--- src/rtl/mac_frame_generator_if.sv ---
// Handshake and TX word bus of the MAC frame generator.
// The slave modport belongs to the generator; the master side requests frames and watches the TX words.
interface mac_frame_generator_if;
    logic        i_start;
    logic [15:0] i_payload_len;
    logic [7:0]  i_seed;
    logic [63:0] o_tx_data;
    logic [7:0]  o_tx_ctrl;
    logic        o_data_valid;
    logic        o_busy;
    logic        o_frame_done;
    logic [15:0] o_frame_count;

    modport master (
        output i_start, i_payload_len, i_seed,
        input  o_tx_data, o_tx_ctrl, o_data_valid, o_busy, o_frame_done, o_frame_count
    );

    modport slave (
        input  i_start, i_payload_len, i_seed,
        output o_tx_data, o_tx_ctrl, o_data_valid, o_busy, o_frame_done, o_frame_count
    );
endinterface

--- src/rtl/mac_frame_generator.sv ---
// Transmit-side MAC frame source: one START..TERM frame per accepted start, 64-bit data + 8-bit ctrl words.
// Every frame byte is derived from its absolute byte index, so FCS and TERM land wherever the length puts them.
module mac_frame_generator #(
    parameter int          DATA_WIDTH    = 64,
    parameter int          CTRL_WIDTH    = 8,
    parameter logic [7:0]  IDLE_CODE     = 8'h07,
    parameter logic [7:0]  START_CODE    = 8'hFB,
    parameter logic [7:0]  TERM_CODE     = 8'hFD,
    parameter logic [7:0]  PREAMBLE_CODE = 8'h55,
    parameter logic [7:0]  SFD_CODE      = 8'hD5,
    parameter logic [47:0] DST_ADDR_CODE = 48'hFFFFFFFFFFFF,
    parameter logic [47:0] SRC_ADDR_CODE = 48'h123456789ABC,
    parameter logic [15:0] MIN_PAYLOAD   = 16'd46,
    parameter logic [15:0] MAX_PAYLOAD   = 16'd1500,
    parameter logic [7:0]  IPG_WORDS     = 8'd2
) (
    input  logic                  clk,
    input  logic                  i_rst_n,
    mac_frame_generator_if.slave  bus
);

    typedef enum logic [2:0] {S_IDLE, S_SOF, S_DATA, S_EOF, S_IPG} state_t;

    localparam logic [DATA_WIDTH-1:0] IDLE_WORD  = {CTRL_WIDTH{IDLE_CODE}};
    localparam logic [DATA_WIDTH-1:0] START_WORD = {SFD_CODE, {6{PREAMBLE_CODE}}, START_CODE};

    state_t                state_q, state_d;
    logic [15:0]           len_q, len_d;
    logic [15:0]           data_end_q, data_end_d;
    logic [7:0]            seed_q, seed_d;
    logic [7:0]            word_cnt_q, word_cnt_d;
    logic [31:0]           crc_q, crc_d;
    logic [7:0]            ipg_cnt_q, ipg_cnt_d;
    logic [15:0]           count_q, count_d;
    logic [DATA_WIDTH-1:0] data_q, data_d;
    logic [CTRL_WIDTH-1:0] ctrl_q, ctrl_d;

    logic [DATA_WIDTH-1:0] gen_data;
    logic [CTRL_WIDTH-1:0] gen_ctrl;
    logic [31:0]           gen_crc;
    logic [15:0]           gen_b;
    logic [7:0]            gen_lane;
    logic                  gen_last;
    logic [15:0]           term_idx;
    logic [15:0]           len_clamp;
    logic                  ipg_done;

    function automatic logic [31:0] crc32_byte(input logic [31:0] crc, input logic [7:0] d);
        logic [31:0] c;
        c = crc ^ {24'd0, d};
        for (int k = 0; k < 8; k++) begin
            c = c[0] ? ((c >> 1) ^ 32'hEDB88320) : (c >> 1);
        end
        return c;
    endfunction

    // The CRC chains through the lanes in order, so an FCS lane sees the value after every data byte before it.
    always_comb begin
        gen_data = '0;
        gen_ctrl = '0;
        gen_crc  = crc_q;
        gen_b    = '0;
        gen_lane = '0;
        term_idx = data_end_q + 16'd4;
        for (int i = 0; i < CTRL_WIDTH; i++) begin
            gen_b    = {5'd0, word_cnt_q, 3'(i)};
            gen_lane = 8'h00;
            if (gen_b >= term_idx) begin
                gen_ctrl[i] = 1'b1;
                gen_lane    = (gen_b == term_idx) ? TERM_CODE : IDLE_CODE;
            end else if (gen_b >= data_end_q) begin
                gen_lane = 8'(~gen_crc >> {gen_b - data_end_q, 3'b000});
            end else if (gen_b < 16'd14) begin
                gen_lane = 8'(DST_ADDR_CODE >> {gen_b - 16'd8, 3'b000});
            end else if (gen_b < 16'd20) begin
                gen_lane = 8'(SRC_ADDR_CODE >> {gen_b - 16'd14, 3'b000});
            end else if (gen_b == 16'd20) begin
                gen_lane = len_q[7:0];
            end else if (gen_b == 16'd21) begin
                gen_lane = len_q[15:8];
            end else if (gen_b < 16'd22 + len_q) begin
                gen_lane = seed_q + 8'(gen_b - 16'd22);
            end
            if (gen_b < data_end_q) begin
                gen_crc = crc32_byte(gen_crc, gen_lane);
            end
            gen_data[8*i +: 8] = gen_lane;
        end
        gen_last = (term_idx[15:3] == {5'd0, word_cnt_q});
    end

    always_comb begin
        state_d    = state_q;
        len_d      = len_q;
        data_end_d = data_end_q;
        seed_d     = seed_q;
        word_cnt_d = word_cnt_q;
        crc_d      = crc_q;
        ipg_cnt_d  = ipg_cnt_q;
        count_d    = count_q;
        data_d     = IDLE_WORD;
        ctrl_d     = '1;
        ipg_done   = 1'b0;
        len_clamp  = (bus.i_payload_len > MAX_PAYLOAD) ? MAX_PAYLOAD : bus.i_payload_len;
        case (state_q)
            S_IDLE: ;
            S_SOF, S_DATA: begin
                data_d     = gen_data;
                ctrl_d     = gen_ctrl;
                crc_d      = gen_crc;
                word_cnt_d = word_cnt_q + 8'd1;
                if (gen_last) begin
                    state_d = S_EOF;
                    count_d = count_q + 16'd1;
                end else begin
                    state_d = S_DATA;
                end
            end
            S_EOF: begin
                state_d   = S_IPG;
                ipg_cnt_d = '0;
            end
            S_IPG: begin
                if (ipg_cnt_q == IPG_WORDS - 8'd1) begin
                    state_d  = S_IDLE;
                    ipg_done = 1'b1;
                end else begin
                    ipg_cnt_d = ipg_cnt_q + 8'd1;
                end
            end
            default: state_d = S_IDLE;
        endcase
        // The edge that completes the IPG may accept the next start directly.
        if ((state_q == S_IDLE || ipg_done) && bus.i_start) begin
            state_d    = S_SOF;
            len_d      = len_clamp;
            data_end_d = 16'd22 + ((len_clamp < MIN_PAYLOAD) ? MIN_PAYLOAD : len_clamp);
            seed_d     = bus.i_seed;
            word_cnt_d = 8'd1;
            crc_d      = 32'hFFFFFFFF;
            data_d     = START_WORD;
            ctrl_d     = 8'h01;
        end
    end

    always_ff @(posedge clk) begin
        if (!i_rst_n) begin
            state_q    <= S_IDLE;
            len_q      <= '0;
            data_end_q <= '0;
            seed_q     <= '0;
            word_cnt_q <= '0;
            crc_q      <= '0;
            ipg_cnt_q  <= '0;
            count_q    <= '0;
            data_q     <= IDLE_WORD;
            ctrl_q     <= '1;
        end else begin
            state_q    <= state_d;
            len_q      <= len_d;
            data_end_q <= data_end_d;
            seed_q     <= seed_d;
            word_cnt_q <= word_cnt_d;
            crc_q      <= crc_d;
            ipg_cnt_q  <= ipg_cnt_d;
            count_q    <= count_d;
            data_q     <= data_d;
            ctrl_q     <= ctrl_d;
        end
    end

    assign bus.o_tx_data     = data_q;
    assign bus.o_tx_ctrl     = ctrl_q;
    assign bus.o_data_valid  = (state_q == S_SOF) || (state_q == S_DATA) || (state_q == S_EOF);
    assign bus.o_busy        = (state_q != S_IDLE);
    assign bus.o_frame_done  = (state_q == S_EOF);
    assign bus.o_frame_count = count_q;

endmodule
--- src/flat_wrapper.sv ---
// flat-port wrapper written by rule: the top's interface ports become plain ports
module mac_frame_generator_flat 
#(
    parameter int          DATA_WIDTH    = 64,
    parameter int          CTRL_WIDTH    = 8,
    parameter logic [7:0]  IDLE_CODE     = 8'h07,
    parameter logic [7:0]  START_CODE    = 8'hFB,
    parameter logic [7:0]  TERM_CODE     = 8'hFD,
    parameter logic [7:0]  PREAMBLE_CODE = 8'h55,
    parameter logic [7:0]  SFD_CODE      = 8'hD5,
    parameter logic [47:0] DST_ADDR_CODE = 48'hFFFFFFFFFFFF,
    parameter logic [47:0] SRC_ADDR_CODE = 48'h123456789ABC,
    parameter logic [15:0] MIN_PAYLOAD   = 16'd46,
    parameter logic [15:0] MAX_PAYLOAD   = 16'd1500,
    parameter logic [7:0]  IPG_WORDS     = 8'd2
)
  (clk, i_rst_n, bus_i_start, bus_i_payload_len, bus_i_seed, bus_o_tx_data, bus_o_tx_ctrl, bus_o_data_valid, bus_o_busy, bus_o_frame_done, bus_o_frame_count);
  mac_frame_generator_if bus_i ();
  input  logic clk;
  input  logic i_rst_n;
  input wire logic [$bits(bus_i.i_start)-1:0] bus_i_start;
  input wire logic [$bits(bus_i.i_payload_len)-1:0] bus_i_payload_len;
  input wire logic [$bits(bus_i.i_seed)-1:0] bus_i_seed;
  output wire logic [$bits(bus_i.o_tx_data)-1:0] bus_o_tx_data;
  output wire logic [$bits(bus_i.o_tx_ctrl)-1:0] bus_o_tx_ctrl;
  output wire logic [$bits(bus_i.o_data_valid)-1:0] bus_o_data_valid;
  output wire logic [$bits(bus_i.o_busy)-1:0] bus_o_busy;
  output wire logic [$bits(bus_i.o_frame_done)-1:0] bus_o_frame_done;
  output wire logic [$bits(bus_i.o_frame_count)-1:0] bus_o_frame_count;
  assign bus_i.i_start = bus_i_start;
  assign bus_i.i_payload_len = bus_i_payload_len;
  assign bus_i.i_seed = bus_i_seed;
  assign bus_o_tx_data = bus_i.o_tx_data;
  assign bus_o_tx_ctrl = bus_i.o_tx_ctrl;
  assign bus_o_data_valid = bus_i.o_data_valid;
  assign bus_o_busy = bus_i.o_busy;
  assign bus_o_frame_done = bus_i.o_frame_done;
  assign bus_o_frame_count = bus_i.o_frame_count;
  mac_frame_generator #(.DATA_WIDTH(DATA_WIDTH), .CTRL_WIDTH(CTRL_WIDTH), .IDLE_CODE(IDLE_CODE), .START_CODE(START_CODE), .TERM_CODE(TERM_CODE), .PREAMBLE_CODE(PREAMBLE_CODE), .SFD_CODE(SFD_CODE), .DST_ADDR_CODE(DST_ADDR_CODE), .SRC_ADDR_CODE(SRC_ADDR_CODE), .MIN_PAYLOAD(MIN_PAYLOAD), .MAX_PAYLOAD(MAX_PAYLOAD), .IPG_WORDS(IPG_WORDS)) u_core (.clk(clk), .i_rst_n(i_rst_n), .bus(bus_i));
endmodule
--- config.mk ---
export PLATFORM = sky130hd
export DESIGN_NAME = mac_frame_generator_flat
export DESIGN_NICKNAME = d
export VERILOG_FILES = /design/src/rtl/mac_frame_generator_if.sv /design/src/rtl/mac_frame_generator.sv /design/src/flat_wrapper.sv
export SDC_FILE = /design/constraint.sdc
export NUM_CORES = 1
export LEC_CHECK = 0
export BUFFER_PORTS_ARGS = -buffer_cell sky130_fd_sc_hd__buf_4
export CAP_MARGIN = 10
export CORE_ASPECT_RATIO = 0.75
export CORE_MARGIN = 8
export CORE_UTILIZATION = 35
export CTS_CLUSTER_DIAMETER = 30
export CTS_CLUSTER_SIZE = 14
export DETAILED_ROUTE_END_ITERATION = 12
export PLACE_DENSITY = 0.49
export RECOVER_POWER = 50
export SLEW_MARGIN = 10
export SYNTH_ARGS = -nofsm -noshare
export SYNTH_HDL_FRONTEND = slang
export SYNTH_SLANG_ARGS = --single-unit
--- constraint.sdc ---
create_clock -name clk -period 57.9 [get_ports clk]
set_input_delay 11.58 -clock clk [delete_from_list [all_inputs] [get_ports clk]]
set_output_delay 11.58 -clock clk [all_outputs]
set_load 0.02 [all_outputs]
Yosys cells after proc, flatten, opt, wreduce, memory -nomap -nowiden
Index checks and enable logic that the tools add are counted.
- word-level logic and storage cells: 399
- input port bits: 27
- bits in registers: 179
- output and inout port bits: 91
- magnitude comparators: 50
- shift-type cells: 24
- multiplexer cells: 148
- bitwise gates (word level): 83
- reductions and logical operators: 15
- eq/ne operators: 19
- $add $sub $neg: 46
- operators with widths (kind ; number):
    32-bit 2-to-1 mux ; 74
    13-bit inverter with 14-bit output ; 64
    8-bit 2-to-1 mux ; 53
    48-bit by 19-bit >> shifter with 8-bit output, first input constant ; 8
    45-bit by 19-bit >> shifter with 8-bit output, first input constant ; 8
    11-bit by 16-bit >= comparator with 1-bit output ; 16
    11-bit by 16-bit less-than comparator with 1-bit output ; 16
    32-bit inverter ; 8
    32-bit by 19-bit >> shifter with 8-bit output ; 8
    32-bit by 8-bit bitwise XOR with 32-bit output ; 8
    11-bit by 4-bit subtractor with 12-bit output, second input constant ; 16
    11-bit by 16-bit equality test with 1-bit output ; 8
    64-bit 2-to-1 mux ; 2
    11-bit by 16-bit subtractor with 16-bit output ; 8
    11-bit by 4-bit less-than comparator with 1-bit output, second input constant ; 8
    11-bit by 5-bit less-than comparator with 1-bit output, second input constant ; 8
    8-bit adder ; 8
    8-bit by 5-bit subtractor with 8-bit output, second input constant ; 8
    5-bit by 16-bit adder with 16-bit output, first input constant ; 2
    16-bit 2-to-1 mux ; 2
    16-bit by 1-bit adder with 16-bit output, second input constant ; 1
    16-bit by 3-bit adder with 16-bit output, second input constant ; 1
    8-bit by 1-bit adder with 8-bit output, second input constant ; 2
    16-bit by 11-bit > comparator with 1-bit output, second input constant ; 1
    other kinds (23) ; 47

Logic depth before layout (Yosys ltp)
- depth after elaboration: 181
- mapped depth: 72

Worst setup path after synthesis
No wires, ideal clock.
- path kind: reg2reg
- start: register u_core.data_end_q[0]
- end: register u_core.crc_q[25]
- slack: 39562 ps
- library setup time: 95 ps
- clock period less this slack: 18338 ps
- arrival time: 18242 ps
- stages on the path, launching flop included: 67
- buffers on the path: 15
- cells stage by stage: dfxtp_1 buf_4 buf_4 inv_1 clkbuf_1 buf_2 buf_1 buf_4 buf_4 buf_6 clkbuf_1 buf_1 buf_1 ha_1 clkbuf_4 a21oi_1 xnor2_1 a2111o_1 [... 31 more ...] o211ai_2 xnor2_1 xnor3_1 a2111oi_1 a211oi_2 xnor2_1 o21ai_0 a211oi_1 nor2_1 xnor2_1 mux4_2 mux2i_1 or3_1 buf_2 xnor2_2 xor2_1 xnor2_1 a221oi_1
- word-level cells in the longest chain between the ends: 152
- ends and longest elaborated chain (element ; line ; source):
    start: declaration ; mac_frame_generator.sv:29 ; logic [15:0] data_end_q, data_end_d;
    start signal: assignment ; mac_frame_generator.sv:161 ; data_end_q <= data_end_d;
    11-bit by 16-bit subtractor with 16-bit output ; mac_frame_generator.sv:72 ; gen_lane = 8'(~gen_crc >> {gen_b - data_end_q, 3'b000});
    32-bit by 19-bit >> shifter with 8-bit output ; mac_frame_generator.sv:72 ;
    8-bit 2-to-1 mux ; mac_frame_generator.sv:71 ; end else if (gen_b >= data_end_q) begin
    8-bit 2-to-1 mux ; mac_frame_generator.sv:68 ; if (gen_b >= term_idx) begin
    32-bit by 8-bit bitwise XOR with 32-bit output ; mac_frame_generator.sv:50 ; c = crc ^ {24'd0, d};
    32-bit 2-to-1 mux ; mac_frame_generator.sv:52 ; c = c[0] ? ((c >> 1) ^ 32'hEDB88320) : (c >> 1);
    13-bit inverter with 14-bit output (no line) ; -- ;
    32-bit 2-to-1 mux ; mac_frame_generator.sv:52 ;
    [... 134 more ...] ; -- ;
    32-bit 2-to-1 mux (2 in series) ; mac_frame_generator.sv:52 ;
    13-bit inverter with 14-bit output (no line) ; -- ;
    32-bit 2-to-1 mux ; mac_frame_generator.sv:52 ;
    13-bit inverter with 14-bit output (no line) ; -- ;
    32-bit 2-to-1 mux (2 in series) ; mac_frame_generator.sv:52 ;
    32-bit 2-to-1 mux (*) ; mac_frame_generator.sv:84 ; if (gen_b < data_end_q) begin
    32-bit 2-to-1 mux (*) ; mac_frame_generator.sv:105 ; case (state_q)
    32-bit 2-to-1 mux (*) ; mac_frame_generator.sv:134 ; if ((state_q == S_IDLE || ipg_done) && bus.i_start) begin
    end signal: assignment ; mac_frame_generator.sv:164 ; crc_q <= crc_d;
    end: declaration ; mac_frame_generator.sv:32 ; logic [31:0] crc_q, crc_d;
Mark *: on every way between the ends. The rest lies on a longest branch, timed or not. The select of a mux whose other input is x is not followed.
A chain may end at the register's enable or synchronous reset.

Final worst setup path
- start: register u_core.word_cnt_q[0]
- end: register u_core.crc_q[29]
- word-level cells in the longest chain between the ends: 152
- ends and longest elaborated chain (element ; line ; source):
    start: declaration ; mac_frame_generator.sv:31 ; logic [7:0] word_cnt_q, word_cnt_d;
    start signal: assignment ; mac_frame_generator.sv:163 ; word_cnt_q <= word_cnt_d;
    11-bit by 4-bit subtractor with 12-bit output or 11-bit by 16-bit less-than comparator with 1-bit output (tied branches) ; mac_frame_generator.sv:76, mac_frame_generator.sv:81 ;
    45-bit by 19-bit >> shifter with 8-bit output or 8-bit 2-to-1 mux (tied branches) ; mac_frame_generator.sv:76, mac_frame_generator.sv:81 ;
    8-bit 2-to-1 mux ; mac_frame_generator.sv:75 ; end else if (gen_b < 16'd20) begin
    8-bit 2-to-1 mux ; mac_frame_generator.sv:73 ; end else if (gen_b < 16'd14) begin
    8-bit 2-to-1 mux ; mac_frame_generator.sv:71 ;
    8-bit 2-to-1 mux ; mac_frame_generator.sv:68 ;
    32-bit by 8-bit bitwise XOR with 32-bit output ; mac_frame_generator.sv:50 ;
    32-bit 2-to-1 mux ; mac_frame_generator.sv:52 ;
    [... 132 more ...] ; -- ;
    32-bit 2-to-1 mux ; mac_frame_generator.sv:52 ;
    32-bit 2-to-1 mux or 13-bit inverter with 14-bit output (tied branches) ; -- ;
    32-bit 2-to-1 mux (5 in series) ; mac_frame_generator.sv:52 ;
    13-bit inverter with 14-bit output (no line) or 32-bit 2-to-1 mux (tied branches) ; -- ;
    32-bit 2-to-1 mux ; mac_frame_generator.sv:52 ;
    32-bit 2-to-1 mux (*) ; mac_frame_generator.sv:84 ;
    32-bit 2-to-1 mux (*) ; mac_frame_generator.sv:105 ;
    32-bit 2-to-1 mux (*) ; mac_frame_generator.sv:134 ;
Marked as above.

==> results.yml <==
outcome:
  status: "complete, but fails checks"
  violations_in_the_final_reports: "capacitance limit, slew limit"
synthesis:
  seq_total_area_yosys: 0.115
  asyncSetResetFlopFracSynth: 0
  yosysUniqueCellTypes: 131
  area_share_of_the_leading_cell_type_in_the_synthesized_netlist: 0.115
  yosys-top-cells-area: "sky130_fd_sc_hd__dfxtp_1 11%, sky130_fd_sc_hd__xnor2_1 9.8%, sky130_fd_sc_hd__xnor3_1 7.1%, sky130_fd_sc_hd__nor2_1 5.4%, sky130_fd_sc_hd__a21oi_1 5.1%"
  synth-main-ff-cell: "sky130_fd_sc_hd__dfxtp_1"
  postSynthAreaPerCell_um2: 7.49
  synthesis.instances: 4171
  number_of_flops_mapped_to_enable_cells_by_yosys: 0
  syn-cell-area_um2: 31200
  library_cell_with_the_largest_summed_area_after_synthesis: "sky130_fd_sc_hd__dfxtp_1"
  syn_nets: 4271
  synth_seq_cells: 179
  yosys_warnings: 0
floorplanning:
  die_h_um: 275
  pin_count: 118
  floorplan.rows: 95
  dieArea_um2: 99200
  floorplan.initialDensity: 0.351
  die_width_um: 361
  floorplan.core_area_um2: 89000
drt:
  drtAntennaViolNets: 0
  finalWirelength_mm: 163
  drt_pre_antenna_iters: 6
  avgRoutedWirePerCell_um: 30.5
  dr.first_iter.drc_count: 5088
  routed_via_density: 6.48
  drc_errors: 0
  num_vias: 34742
clock_tree:
  root_buffer: "sky130_fd_sc_hd__clkbuf_16"
  post_cts_hold_buffer_count: 0
  cts_num_sinks: 179
  clk_pin_slew_ns: 0.09
  post_cts_sizing: 0
  worstSkewPairLatency_ns: 0.56
  htreeDepth: 4
  buffers_from_clock_root_to_sink_at_most: 2
  cts_inserted_buffers: 17
  tritoncts: "built"
  postCtsSetupRepairBufs: 0
worst_setup_path:
  end_kind: "register"
  slowest_delay_ns: 0.77
  critical_path.n_buffers_inverters: 5
  worst-setup-path-type: "reg2reg"
  crit_path_frequent_cell: "sky130_fd_sc_hd__xnor3_1"
  path_delay_family: "XOR/XNOR gates"
  required_arrival_time_at_the_worst_endpoint_ns: 58.33
  standard_cell_with_the_maximum_stage_delay_on_the_critical_path: "sky130_fd_sc_hd__xnor2_1"
  largest_driver_fanout_on_the_critical_path: 45
  startpoint_type: "register"
  cp-startpoint: "u_core.word_cnt_q[0]"
  cp.arrival_ns: 21.83
  regToRegStartpoint: "u_core.word_cnt_q[0]"
grt:
  wire_length_of_the_first_global_routing_pass_mm: 232
  grt_pass1_vias: 31381
  met1_demand_to_capacity_share_in_global_routing: 0.461
  met3_resource_use_gr: 0.0920
  antenna_found_initial: 2
  groute.layer.met2.usage: 0.432
  globalRoute.busiestLayer: "met1"
  grt_max_degree: 55
  grt_util_all_layers: 0.315
  grt_overflow: 0
cells_and_area:
  most_common_cell_after_layout_fill_and_taps_aside: "sky130_fd_sc_hd__nor2_1"
  mostFrequentLayoutCells: "441 x sky130_fd_sc_hd__nor2_1, 423 x sky130_fd_sc_hd__nand2_1, 348 x sky130_fd_sc_hd__xnor2_1"
  areaGrowthSynthToFinish_pct: 7.58
  number_of_fill_cells_in_the_layout: 9547
  drive_above_1_share: 0.0867
  post-route-util: 0.377
  nNetsFinal: 4275
  multi_input_area_um2: 26200
  area.sequential_um2: 3590
sta:
  hold_violation_count_in_the_final_report: 0
  timing.hold.ws_ns: 0.473
  finalSetupTns_ns: 0
  timing_max_transition_violations_final: 115
  highest_clock_frequency_the_design_can_meet_mhz: 46.7
  tightestPinTransition_ns: 2.28
  final.setup.worst_slack_ns: 36.50
  final_min_period_over_clock_period: 0.370
  period_minus_slack_ns: 21.40
  max-slew-margin-rel: -0.523
  rsz0062_at_grt: "no"
  final.setup_skew_ns: 0.0337
  setup_viol: 0
placed_design:
  dpl.hpwl_mm: 130
  place.port_buffers: 117
  dp_worst_setup_slack_ns: 37.17
  finalWeightedCongestion: 1.04
min_path:
  min-delay-start: "u_core.seed_q[6]"
  hold_path.class: "reg2reg"
run:
  drv_cap: 3
==> kinds of logic (layout without fill, tap and decap cells) <==
group           count (synthesis)  in the layout  share of synthesized area
other cells                     0              7                          0
flops                         179            179                      0.115
mux                           138            138                     0.0502
compound gates               1308           1308                      0.284
simple gates                 1509           1509                      0.232
buf+inv                       337            354                     0.0496
xor+xnor                      627            627                      0.239
fa+ha+maj                      73             73                     0.0307
==> state kept, by name, indices dropped and copies added, names as in the netlist <==
signal,flops
u_core.data_end_q,16
u_core.crc_q,32
u_core.state_q,3
u_core.len_q,16
u_core.seed_q,8
u_core.word_cnt_q,8
u_core.bus.o_tx_data,64
u_core.bus.o_tx_ctrl,8
u_core.ipg_cnt_q,8
u_core.bus.o_frame_count,16
==> Yosys cell counts (all sizes together), types with 26 or more instances <==
library cell and count:
a211o 26, a211oi 59, a21boi 36, a21o 50, a21oi 326, a221oi 39
a31oi 53, and2 61, and3 40, buf 107, clkbuf 124, dfxtp 179
ha 67, inv 101, mux2i 107, nand2 425, nand2b 39, nand3 119
nand4 51, nor2 458, nor3 107, nor4 35, o211ai 65, o21a 44
o21ai 308, o31ai 32, or3 45, xnor2 371, xnor3 99, xor2 142
==> metal layers <==
metal  up-vias  wire (um)
met5         -          0
li1      15343          -
met3       318      21200
met4         0       6500
met2      2343      62700
met1     16738      72900
==> worst register-to-register path, delay by kind of cell, from the launching register on <==
kind / cells / cell delay (ns)
XOR/XNOR: 19 / 7.61
AO/OA/AOI/OAI: 16 / 5.52
AND/OR/NAND/NOR: 10 / 3.39
multiplexers: 4 / 1.62
buffers and inverters: 5 / 1.50
adder cells (fa/ha/maj): 2 / 1.04
flip-flops: 1 / 0.58
==> path summary, 6_finish.rpt <==
path,depth (start not counted),endpoint,slack [ns]
setup reg to reg,56,u_core.crc_q[29],36.50
hold / removal,2,u_core.seed_q[6],0.47
hold reg to reg,2,u_core.seed_q[6],0.47
setup / recovery,56,u_core.crc_q[29],36.50
==> through the flow <==
| step | area (um^2) | std cells |
|---|---|---|
| CTS | 33900 | 5352 |
| global placement | 33300 | 5320 |
| detailed placement | 33300 | 5320 |
| global route | 33600 | 5352 |
| floorplan | 31200 | 4171 |
| finish | 33600 | 5359 |
==> cell type report <==
cell class,count,area share
clock inverters,15,0.00648
clock buffers,17,0.0127
diodes,7,0.000521
flip-flops and latches,179,0.107
inverters,103,0.0115
multi-input cells,3655,0.780
repair buffers,219,0.0390
well taps,1164,0.0433
Power is not shown: default switching activity piles up to over one toggle a cycle in this logic, so the estimate is an artifact.
